File: src/rtl/act_pwl_pipe.sv
`timescale 1ns/1ps
// act_pwl_pipe: three-stage piecewise-linear sigmoid/tanh unit with
// valid/ready flow control on signed Q(DATA_W-FRAC_W).FRAC_W words.
// Ports: clk, rst (async, active-high); in_valid/in_ready/in_data/in_mode
// (0 sigmoid, 1 tanh); out_valid/out_ready/out_data; sat_cnt (16 bit).
// Build option: define ACT_SAT_CNT_EN to build the saturated-result
// counter on sat_cnt; otherwise sat_cnt is tied to zero.
module act_pwl_pipe #(
   parameter int DATA_W = 32,
   parameter int FRAC_W = 24
) (
   input  logic              clk,
   input  logic              rst,
   input  logic              in_valid,
   output logic              in_ready,
   input  logic [DATA_W-1:0] in_data,
   input  logic              in_mode,
   output logic              out_valid,
   input  logic              out_ready,
   output logic [DATA_W-1:0] out_data,
   output logic [15:0]       sat_cnt
);

   localparam logic [DATA_W-1:0] MAXP = {1'b0, {(DATA_W-1){1'b1}}};
   localparam logic [DATA_W-1:0] MINN = {1'b1, {(DATA_W-1){1'b0}}};
   localparam logic [DATA_W-1:0] ONE  = DATA_W'(1) << FRAC_W;
   localparam logic [DATA_W-1:0] HALF = ONE >> 1;
   localparam logic [DATA_W-1:0] B2   = (ONE >> 3) * DATA_W'(19);
   localparam logic [DATA_W-1:0] B5   = ONE * DATA_W'(5);
   localparam logic [DATA_W-1:0] C1   = (ONE >> 3) * DATA_W'(5);
   localparam logic [DATA_W-1:0] C2   = (ONE >> 5) * DATA_W'(27);

   logic en, in_fire, rdy_q;

   logic              s1_vld_q, s1_mode_q, s1_sign_q;
   logic [DATA_W-1:0] s1_a_q;
   logic              s2_vld_q, s2_mode_q, s2_sign_q;
   logic [DATA_W-1:0] s2_p_q;
   logic              out_vld_q;
   logic [DATA_W-1:0] out_data_q;

   logic [DATA_W-1:0] x2, xs, a_d, p_d, s3, y_d;

   // Whole pipeline advances together; ready held low for one cycle
   // after reset release.
   assign en       = out_ready || !out_vld_q;
   assign in_ready = en && rdy_q;
   assign in_fire  = in_valid && in_ready;

   // S1: tanh doubles the input (saturating), then take magnitude.
   always_comb begin
      x2 = {in_data[DATA_W-2:0], 1'b0};
      if (in_data[DATA_W-1] != in_data[DATA_W-2])
         x2 = in_data[DATA_W-1] ? MINN : MAXP;
      xs = in_mode ? x2 : in_data;
      if (xs == MINN)
         a_d = MAXP;
      else if (xs[DATA_W-1])
         a_d = -xs;
      else
         a_d = xs;
   end

   // S2: segment select on magnitude; shifts only.
   always_comb begin
      if (s1_a_q < ONE)
         p_d = (s1_a_q >> 2) + HALF;
      else if (s1_a_q < B2)
         p_d = (s1_a_q >> 3) + C1;
      else if (s1_a_q < B5)
         p_d = (s1_a_q >> 5) + C2;
      else
         p_d = ONE;
   end

   // S3: mirror for negative inputs; tanh(x) = 2*sigmoid(2x) - 1.
   always_comb begin
      s3  = s2_sign_q ? (ONE - s2_p_q) : s2_p_q;
      y_d = s2_mode_q ? ((s3 << 1) - ONE) : s3;
   end

   always_ff @(posedge clk or posedge rst) begin
      if (rst) begin
         rdy_q      <= 1'b0;
         s1_vld_q   <= 1'b0;
         s1_mode_q  <= 1'b0;
         s1_sign_q  <= 1'b0;
         s1_a_q     <= '0;
         s2_vld_q   <= 1'b0;
         s2_mode_q  <= 1'b0;
         s2_sign_q  <= 1'b0;
         s2_p_q     <= '0;
         out_vld_q  <= 1'b0;
         out_data_q <= '0;
      end else begin
         rdy_q <= 1'b1;
         if (en) begin
            s1_vld_q <= in_fire;
            if (in_fire) begin
               s1_mode_q <= in_mode;
               s1_sign_q <= in_data[DATA_W-1];
               s1_a_q    <= a_d;
            end
            s2_vld_q <= s1_vld_q;
            if (s1_vld_q) begin
               s2_mode_q <= s1_mode_q;
               s2_sign_q <= s1_sign_q;
               s2_p_q    <= p_d;
            end
            out_vld_q <= s2_vld_q;
            if (s2_vld_q)
               out_data_q <= y_d;
         end
      end
   end

   assign out_valid = out_vld_q;
   assign out_data  = out_data_q;

`ifdef ACT_SAT_CNT_EN
   logic        sat_d, s2_sat_q, out_sat_q;
   logic [15:0] sat_cnt_q;

   assign sat_d = (s1_a_q >= B5);

   always_ff @(posedge clk or posedge rst) begin
      if (rst) begin
         s2_sat_q  <= 1'b0;
         out_sat_q <= 1'b0;
         sat_cnt_q <= '0;
      end else begin
         if (en) begin
            if (s1_vld_q)
               s2_sat_q <= sat_d;
            if (s2_vld_q)
               out_sat_q <= s2_sat_q;
         end
         // Sticky at all-ones.
         if (out_vld_q && out_ready && out_sat_q && sat_cnt_q != 16'hFFFF)
            sat_cnt_q <= sat_cnt_q + 16'd1;
      end
   end

   assign sat_cnt = sat_cnt_q;
`else
   assign sat_cnt = 16'h0000;
`endif

endmodule

File: config.mk
export PLATFORM = sky130hd
export DESIGN_NAME = act_pwl_pipe
export DESIGN_NICKNAME = d
export VERILOG_FILES = /design/src/rtl/act_pwl_pipe.sv
export SDC_FILE = /design/constraint.sdc
export NUM_CORES = 1
export LEC_CHECK = 0
export ABC_AREA = 0
export CAP_MARGIN = 0
export CORE_ASPECT_RATIO = 1.4
export CORE_MARGIN = 2
export CORE_UTILIZATION = 70
export CTS_CLUSTER_DIAMETER = 50
export DETAILED_ROUTE_END_ITERATION = 12
export DONT_BUFFER_PORTS = 1
export GPL_TIMING_DRIVEN = 0
export PLACE_DENSITY = 0.92
export SLEW_MARGIN = 20
export SYNTH_ARGS = -nofsm -noshare
export SYNTH_HDL_FRONTEND = slang
export SYNTH_SLANG_ARGS = --single-unit
File: constraint.sdc
create_clock -name clk -period 6.1 [get_ports clk]
set_clock_uncertainty 0.05 [all_clocks]
set_input_delay 1.22 -clock clk [delete_from_list [all_inputs] [get_ports clk]]
set_output_delay 1.22 -clock clk [all_outputs]
set_load 0.005 [all_outputs]
==> impl_metrics.env, run 1 <==
export IMPL_cts_tree="built"
export IMPL_wirelength_um=17870
export IMPL_drv_cap=0
export IMPL_hold_class="flop to flop"
export IMPL_dr_total_vias=6443
export IMPL_max_freq_ghz=0.2442
export IMPL_final_common_cell="dfrtp_1"
export IMPL_drt_first_pass_iters=5
export IMPL_antenna_found_initial=0
export IMPL_ys_warn_count=0
export IMPL_gr_total_overflow=0
export IMPL_die_y_um=121.2
export IMPL_area_growth_pct=8.128
export IMPL_setup_viol=0
export IMPL_synth_top_area_share_pct=36.81
export IMPL_crit_required_ps=6330
export IMPL_min_to="s1_a_q[30]"
export IMPL_die_x_um=87.70
export IMPL_root_buffer="clkbuf_16"
export IMPL_ys_seq_elements=101
export IMPL_drc=0
export IMPL_path_delay_family="simple AND/OR/NAND/NOR gates"
export IMPL_hold_depth=2
export IMPL_dpl_hpwl_um=13470
export IMPL_grt_max_degree=37
export IMPL_clkLatencyLatePin_ps=360
export IMPL_path_cells="inv_1 -> ha_1 -> nor2b_1 -> buf_2 -> o31ai_1 -> nor3_1 -> nand3_1 -> nor2_1 -> a41oi_2 -> clkbuf_1 -> a21oi_1"
export IMPL_max_stage_delay_ps=480
export IMPL_ctsHoldBuffers=0
export IMPL_final_antenna_net_count=0
export IMPL_nNetsFinal=915
export IMPL_dieArea_mm2=0.01063
export IMPL_vdd_ir_drop_max_mv=0.1749
export IMPL_cp_slowest_cell="nor3_1"
export IMPL_start_kind="input pin"
export IMPL_p_leak_nw=3.219
export IMPL_timing_rr_start="s2_p_q[0]"
export IMPL_numCtsBuffers=9
export IMPL_antenna_cells=0
export IMPL_syn_area_mm2=0.006865
export IMPL_drive_above_1_share_pct=7.569
export IMPL_max_slew_margin_rel_pct=36.90
export IMPL_grt_pass1_wl_um=28850
export IMPL_r2r_setup_slack_ps=2760
export IMPL_tns_ps=0
export IMPL_ys_types=64
export IMPL_gp_congestion=0.9440
export IMPL_tightest_slew_ps=937.9
export IMPL_hp_start="s1_a_q[30]"
export IMPL_crit_arrival_ps=4330
export IMPL_std_cell_rows=42
export IMPL_path_max_fanout=10
export IMPL_grt_usage_pct=34.19
export IMPL_avgSynthCellArea_um2=8.183
export IMPL_endpoint_kind="flop"
export IMPL_synth_edf_count=0
export IMPL_ys_seq_area_share_pct=36.81
export IMPL_cts_path_max_buffers=2
export IMPL_final_hold_violation_count=0
export IMPL_run_status="finished clean"
export IMPL_pwr_density_cell_mw_per_mm2=348.4
export IMPL_final_cell_mix="101 x dfrtp_1, 90 x a21oi_1, 88 x nor2_1, 88 x o21ai_0, 85 x nand2_1"
export IMPL_ctsHtreeMaxLevel=3
export IMPL_postCtsSetupRepairBufs=0
export IMPL_rsz0062_at_grt="false"
export IMPL_power_total_mw=2.586
export IMPL_wl_per_cell_um=17.80
export IMPL_synthArstFlopShare_pct=100.0
export IMPL_postSynthCellCount=839
export IMPL_initial_core_util_pct=72.18
export IMPL_worst_r2r_path_depth=9
export IMPL_clkSinkCount=101
export IMPL_yosysTopAreaCell="dfrtp_1"
export IMPL_ios=87
export IMPL_synthFlopType="dfrtp_1"
export IMPL_via_per_inst=6.417
export IMPL_path_buf_inv=3
export IMPL_fp_coreArea_mm2=0.009512
export IMPL_slew_violations=0
export IMPL_r2r_end="out_data[31]"
export IMPL_io_buffers=0
export IMPL_clkTransAtPathRegs_ps=70
export IMPL_min_period_ps=4095
export IMPL_cts_resized=0
export IMPL_timing_final_crit_share_pct=67.14
export IMPL_synth_area_top_cells="dfrtp_1 37%, a21oi_1 6.6%, o21ai_0 6.4%"
export IMPL_timing_worst_setup_path_type="input pin to flop"
export IMPL_grt_pass1_vias=6385
export IMPL_drt_first_iter_violations=439
## cells in the mapped netlist, drive strengths merged (8+ instances only)
cell / instances
a211oi: 9
a21oi: 90
a221o: 12
a221oi: 12
a31oi: 9
and3: 12
buf: 30
clkbuf: 44
dfrtp: 101
ha: 11
inv: 22
mux2i: 10
nand2: 85
nand3: 12
nor2: 88
nor3: 13
nor3b: 8
o21ai: 90
o31ai: 23
or4: 8
xnor2: 23
xor2: 35
## worst max-delay path by stage
stage | from | to | slack [ps] | cells after the start
global placement | rst | s1_mode_q | 1530 | 1
finish | in_data[30] | s1_a_q[2] | 2000 | 11
global route | in_data[30] | s1_a_q[29] | 1710 | 11
detailed placement | in_data[30] | s1_a_q[4] | 1670 | 11
floorplan | rst | out_data[0] | 2180 | 1
CTS | in_data[30] | s1_a_q[2] | 2020 | 11
## per-layer routing
| layer | vias to the layer above | track usage, % | part of all wire [%] |
|---|---|---|---|
| li1 | 3033 | - | - |
| met1 | 2972 | 34.92 | 36 |
| met2 | 346 | 63.30 | 53 |
| met3 | 92 | 4.286 | 5.3 |
| met4 | 0 | 21.92 | 5.7 |
| met5 | - | 0 | 0 |
## worst register-to-register path: stages (launching register included)
cell and delay [ps]:
dfrtp_1 430, inv_1 120, ha_1 180, or3b_1 440
nor4_1 800, a21oi_1 280, o211a_1 380, and4_1 200
a211o_2 330, nand3_1 70
## flip-flops by register name, summed over array words and instances, names as in the netlist
register	count
out_data	32
out_valid	1
rdy_q	1
s1_a_q	30
s1_mode_q	1
s1_sign_q	1
s1_vld_q	1
s2_mode_q	1
s2_p_q	31
s2_sign_q	1
s2_vld_q	1
## cells by family (layout without fill, tap and decap cells)
family                     count (synthesis)  after routing  synth area share (%)
AOI/OAI and AO/OA                        286            286                 25.86
and+or+nand+nor                          269            269                 18.84
DFF                                      101            101                 36.81
buffers and inverters                     97            115                 6.688
xor gates and xnor gates                  58             58                 7.399
muxes                                     15             15                 2.278
adders and majority gates                 11             11                 2.005
other                                      2             17                0.1094
## where the power goes
part           internal [mW]  switching [mW]
clock                  0.294           0.264
combinational          0.409           0.660
sequential             0.818           0.141
total                   1.52            1.06
## layout make-up
cell class / instances / area, um2
sequential: 101 / 2527
fill: 653 / 2088
inverter: 23 / 88.84
clock inverter: 6 / 55.05
tap: 132 / 165.2
buffer: 74 / 372.9
timing repair buffer: 2 / 40.04
multi-input combinational: 656 / 3935
clock buffer: 10 / 239.0
## stage by stage
step                      hold WS [ps]  setup slack [ps]  cells  utilization (%)  area (um2)
after CTS                        440.7              2017   1004            78.05        7423
after global routing             464.3              1708   1004            78.05        7423
after detailed placement         424.5              1675    988            74.95        7129
final                            443.1              2005   1004            78.05        7423
after global placement           411.7              1526    986            74.51        7087
after floorplan                  392.1              2183    854                -        6922
No activity file was read; power rests on OpenSTA's default activity.
==> run 2: changes to the inputs <==
--- a/config.mk
+++ b/config.mk
@@ -9,12 +9,12 @@
 export CAP_MARGIN = 0
 export CORE_ASPECT_RATIO = 1.4
 export CORE_MARGIN = 2
-export CORE_UTILIZATION = 70
+export CORE_UTILIZATION = 59
 export CTS_CLUSTER_DIAMETER = 50
 export DETAILED_ROUTE_END_ITERATION = 12
 export DONT_BUFFER_PORTS = 1
 export GPL_TIMING_DRIVEN = 0
-export PLACE_DENSITY = 0.92
+export PLACE_DENSITY = 0.84
 export SLEW_MARGIN = 20
 export SYNTH_ARGS = -nofsm -noshare
 export SYNTH_HDL_FRONTEND = slang
==> constraint.sdc (replaced) <==
create_clock -name clk -period 3.5 [get_ports clk]
set_clock_uncertainty 0.05 [all_clocks]
set_input_delay 0.7 -clock clk [delete_from_list [all_inputs] [get_ports clk]]
set_output_delay 0.7 -clock clk [all_outputs]
set_load 0.005 [all_outputs]
==> impl_metrics.env, run 2 (synthesis results as in run 1) <==
export IMPL_grt_max_degree=71
export IMPL_clkTransAtPathRegs_ps=60
export IMPL_max_freq_ghz=0.3067
export IMPL_cts_tree="built"
export IMPL_p_leak_nw=3.239
export IMPL_grt_usage_pct=27.80
export IMPL_largest_reg_flops=32
export IMPL_slew_violations=0
export IMPL_final_common_cell="dfrtp_1"
export IMPL_pwr_density_cell_mw_per_mm2=595.5
export IMPL_cts_path_max_buffers=2
export IMPL_die_x_um=95.17
export IMPL_power_total_mw=4.450
export IMPL_antenna_cells=0
export IMPL_antenna_found_initial=0
export IMPL_highest_signal_layer="met4"
export IMPL_initial_core_util_pct=60.55
export IMPL_max_stage_delay_ps=400
export IMPL_max_slew_margin_rel_pct=54.45
export IMPL_wl_met3_um=924
export IMPL_ios=87
export IMPL_crit_arrival_ps=3480
export IMPL_vdd_ir_drop_max_mv=0.2840
export IMPL_routed_wl_met2_um=8829
export IMPL_dr_total_vias=6151
export IMPL_final_cell_mix="101 x dfrtp_1, 90 x a21oi_1, 88 x o21ai_0"
export IMPL_numCtsBuffers=9
export IMPL_fp_coreArea_mm2=0.01134
export IMPL_setup_viol=0
export IMPL_hold_class="input pin to async pin"
export IMPL_io_buffers=0
export IMPL_path_cells="inv_1 -> ha_1 -> nor2b_1 -> buf_2 -> o31ai_1 -> a21oi_1 -> nand4_4 -> nor2_1 -> a41oi_2 -> clkbuf_1 -> a21oi_1"
export IMPL_crit_required_ps=3720
export IMPL_drt_first_iter_violations=275
export IMPL_start_kind="input pin"
export IMPL_drt_first_pass_iters=5
export IMPL_wl_met1_um=6429
export IMPL_tns_ps=0
export IMPL_wirelength_um=16990
export IMPL_via_per_inst=6.060
export IMPL_path_max_fanout=10
export IMPL_final_antenna_net_count=0
export IMPL_root_buffer="clkbuf_16"
export IMPL_min_period_ps=3260
export IMPL_grt_pass1_wl_um=28150
export IMPL_ctsHoldBuffers=0
export IMPL_run_status="finished clean"
export IMPL_gp_congestion=0.9174
export IMPL_cp_common_cell="a21oi_1"
export IMPL_dieArea_mm2=0.01253
export IMPL_timing_worst_setup_path_type="input pin to flop"
export IMPL_tightest_slew_ps=677.6
export IMPL_drive_above_1_share_pct=8.381
export IMPL_endpoint_kind="flop"
export IMPL_final_hold_violation_count=0
export IMPL_area_growth_pct=8.857
export IMPL_drv_cap=0
export IMPL_nNetsFinal=916
export IMPL_grt_pass1_vias=6211
export IMPL_die_y_um=131.6
export IMPL_clkLatencyLatePin_ps=350
export IMPL_rsz0062_at_grt="false"
export IMPL_ctsHtreeMaxLevel=3
export IMPL_gr_total_overflow=0
export IMPL_cp_slowest_cell="ha_1"
export IMPL_drc=0
export IMPL_timing_final_crit_share_pct=93.16
export IMPL_std_cell_rows=46
export IMPL_fill_cells=960
export IMPL_dpl_hpwl_um=12840
export IMPL_clkSinkCount=101
export IMPL_wl_per_cell_um=16.73
export IMPL_worst_r2r_path_depth=8
==> run 2: cell count changes in the layout (fill, tap and decap cells not counted), sizes merged <==
cell      previous run  this run
clkinvlp             1         0
inv                 24        22
clkbuf              54        57
buf                 32        33
clkinv               4         2
==> run 2: routing by layer <==
layer	vias to the layer above	track usage, %
met4	0	15.86
met1	2813	30.96
met5	-	0
li1	3029	-
met2	256	48.28
met3	53	5.046
==> run 2: layout make-up <==
cell class,instances,area [um2],share of cell area [%]
timing repair buffer,3,42.54,0.5692
tap,144,180.2,2.411
clock inverter,1,5.005,0.06697
buffer,74,375.4,5.023
multi-input combinational,656,3971,53.14
clock buffer,13,280.3,3.750
sequential,101,2527,33.82
inverter,23,91.34,1.222
==> run 2: where the power goes <==
part           internal, mW  leakage, nW  switching [mW]
sequential             1.43         1.29           0.243
clock                 0.551        0.144           0.418
combinational         0.713         1.81            1.10
total                  2.69         3.24            1.76
==> run 2: final timing paths <==
check / end / start / slack, ps
max: s1_a_q[12] / in_data[30] / 240
min reg2reg: s1_a_q[30] / s1_a_q[30] / 440
max reg2reg: out_data[28] / s2_p_q[1] / 340
min in group clk: s1_a_q[30] / s1_a_q[30] / 440
max in group asynchronous: s2_p_q[11] / rst / 2630
min: out_data[6] / rst / 130
==> run 2: timing repair <==
item | CTS | global route
pin swaps | 0 | 1
setup endpoints to repair | 5 | 23
setup buffers | 0 | 2
resized for setup | 1 | 10
==> run 2: per-stage QoR <==
step                worst slack [ps]  hold WS (ps)  cells  instance area (um2)  utilization [%]
floorplan                      102.9         392.1    854                 6922                -
global placement              -770.8         412.7    998                 7102            62.64
detailed placement            -377.0         422.5    999                 7134            62.92
CTS                            26.76         128.1   1013                 7422            65.46
global route                   9.101         136.9   1015                 7473            65.91
finish                         239.6         125.1   1015                 7473            65.91
==> run 2: worst max-delay path, delay by kind of cell <==
| family | cells | cell delay, ps |
|---|---|---|
| adder cells (fa/ha/maj) | 1 | 400 |
| AND/OR/NAND/NOR | 3 | 790 |
| buffers and inverters | 3 | 620 |
| AO/OA/AOI/OAI | 4 | 950 |
==> run 3: changes to the inputs <==
--- a/config.mk
+++ b/config.mk
@@ -9,12 +9,13 @@
 export CAP_MARGIN = 0
 export CORE_ASPECT_RATIO = 1.4
 export CORE_MARGIN = 2
-export CORE_UTILIZATION = 59
+export CORE_UTILIZATION = 67
+export CTS_BUF_LIST = sky130_fd_sc_hd__clkbuf_8
 export CTS_CLUSTER_DIAMETER = 50
 export DETAILED_ROUTE_END_ITERATION = 12
 export DONT_BUFFER_PORTS = 1
 export GPL_TIMING_DRIVEN = 0
-export PLACE_DENSITY = 0.84
+export PLACE_DENSITY = 0.89
 export SLEW_MARGIN = 20
 export SYNTH_ARGS = -nofsm -noshare
 export SYNTH_HDL_FRONTEND = slang
==> constraint.sdc (replaced) <==
create_clock -name clk -period 3 [get_ports clk]
set_clock_uncertainty 0.05 [all_clocks]
set_input_delay 0.6 -clock clk [delete_from_list [all_inputs] [get_ports clk]]
set_output_delay 0.6 -clock clk [all_outputs]
set_load 0.005 [all_outputs]
==> impl_metrics.env, run 3 (synthesis results as in run 1) <==
export IMPL_run_status="finished clean"
export IMPL_slew_violations=0
export IMPL_drt_first_pass_iters=5
export IMPL_vdd_ir_drop_max_mv=0.3036
export IMPL_grt_pass1_vias=6219
export IMPL_grt_pass1_wl_um=28150
export IMPL_dieArea_mm2=0.01108
export IMPL_drt_first_iter_violations=426
export IMPL_setup_viol=0
export IMPL_std_cell_rows=43
export IMPL_io_buffers=0
export IMPL_drv_cap=0
export IMPL_die_y_um=123.8
export IMPL_final_cell_mix="101 x dfrtp_1, 88 x a21oi_1, 87 x o21ai_0"
export IMPL_antenna_found_initial=0
export IMPL_final_hold_violation_count=0
export IMPL_cts_path_max_buffers=2
export IMPL_rsz0062_at_grt="false"
export IMPL_drive_above_1_share_pct=11.28
export IMPL_dpl_hpwl_um=13670
export IMPL_design_area_mm2=0.007546
export IMPL_ctsHoldBuffers=0
export IMPL_r2r_setup_slack_ps=130
export IMPL_worst_r2r_path_depth=10
export IMPL_ctsHtreeMaxLevel=3
export IMPL_dr_total_vias=6312
export IMPL_cts_tree="built"
export IMPL_largest_reg_flops=32
export IMPL_gp_congestion=0.9045
export IMPL_final_antenna_net_count=0
export IMPL_grt_max_degree=37
export IMPL_initial_core_util_pct=68.98
export IMPL_hold_class="input pin to async pin"
export IMPL_tightest_slew_ps=670.9
export IMPL_endpoint_kind="flop"
export IMPL_clkLatencyLatePin_ps=390
export IMPL_antenna_cells=0
export IMPL_area_growth_pct=9.914
export IMPL_ios=87
export IMPL_dpl_cell_area_mm2=0.007134
export IMPL_max_freq_ghz=0.3469
export IMPL_timing_rr_start="s2_p_q[0]"
export IMPL_gr_total_overflow=0
export IMPL_timing_final_crit_share_pct=96.10
export IMPL_timing_worst_setup_path_type="input pin to flop"
export IMPL_clkTransAtPathRegs_ps=100
export IMPL_die_x_um=89.55
export IMPL_root_buffer="clkbuf_8"
export IMPL_timing_hold_ws_ps=123.5
export IMPL_nNetsFinal=922
export IMPL_fp_coreArea_mm2=0.009953
export IMPL_drc=0
export IMPL_path_max_fanout=10
export IMPL_grt_usage_pct=32.51
export IMPL_max_slew_margin_rel_pct=55.18
export IMPL_start_kind="input pin"
export IMPL_r2r_end="out_data[26]"
export IMPL_via_per_inst=6.231
export IMPL_pwr_density_cell_mw_per_mm2=679.2
export IMPL_min_period_ps=2883
export IMPL_numCtsBuffers=9
export IMPL_final_common_cell="dfrtp_1"
export IMPL_clkSinkCount=101
export IMPL_wirelength_um=17760
export IMPL_crit_arrival_ps=3100
export IMPL_p_leak_nw=3.267
export IMPL_crit_required_ps=3220
export IMPL_wl_per_cell_um=17.54
[run 3: cell types whose count changed in the layout (fill, tap and decap cells not counted), sizes merged]
| cell | before | now |
|---|---|---|
| buf | 33 | 38 |
| bufinv | 0 | 2 |
| clkbuf | 57 | 54 |
| clkinvlp | 0 | 2 |
| inv | 22 | 23 |
[run 3: area by class of cell]
class	count	area, um2
Buffer	73	372.9
Clock buffer	9	123.9
Timing Repair Buffer	10	100.1
Clock inverter	6	88.84
Sequential cell	101	2527
Inverter	23	90.09
Tap cell	135	168.9
Multi-Input combinational cell	656	4074
Fill cell	728	2407
[run 3: worst max path at each step]
stage                            from            to  slack (ps)  depth (start not counted)
after floorplan           in_data[30]    s1_a_q[10]           3                         11
after global placement    in_data[30]     s1_a_q[6]        -700                         11
after detailed placement  in_data[30]     s1_a_q[4]        -860                         11
after CTS                   s2_p_q[0]  out_data[28]          30                         11
after global routing        s2_p_q[0]  out_data[26]           3                         10
final                     in_data[30]     s1_a_q[4]         120                         12
[run 3: power by group]
group / internal [mW] / switching, mW
clock network: 0.466 / 0.470
registers: 1.66 / 0.286
logic: 0.901 / 1.34
total: 3.03 / 2.10
[run 3: layer usage]
layer  routed length, um  track usage (%)  vias to the layer above
met5                   0                0                        -
met4                 688            17.63                        0
met3                 814            6.030                       43
met2                9775            61.21                      241
met1                6485            32.47                     2984
li1                    -                -                     3044
[run 3: per-stage QoR]
stage	instances	utilization (%)	worst slack [ps]	total power, mW	setup TNS (ps)
2_1_floorplan	854	-	3.316	3.526	0
3_3_place_gp	989	71.28	-702.1	3.911	-17470
3_5_place_dp	991	71.68	-862.5	4.012	-21580
4_1_cts	1009	74.78	25.39	4.996	0
5_1_grt	1013	75.81	2.935	5.433	0
6_report	1013	75.81	117.0	5.125	0
[run 3: repair_timing]
| action | in CTS | in global routing |
|---|---|---|
| buffers inserted | 3 | 5 |
| setup endpoints to repair | 34 | 33 |
| pin swaps | 1 | 4 |
| gates resized for setup | 16 | 24 |
[run 3: worst max-delay path, cell delays in order]
cell,delay (ps)
inv_1,20
ha_1,400
or2_1,250
buf_2,200
a31oi_1,390
a211oi_2,90
buf_4,170
nand4_4,120
nor2_2,90
a41oi_4,350
buf_2,300
a21oi_1,100
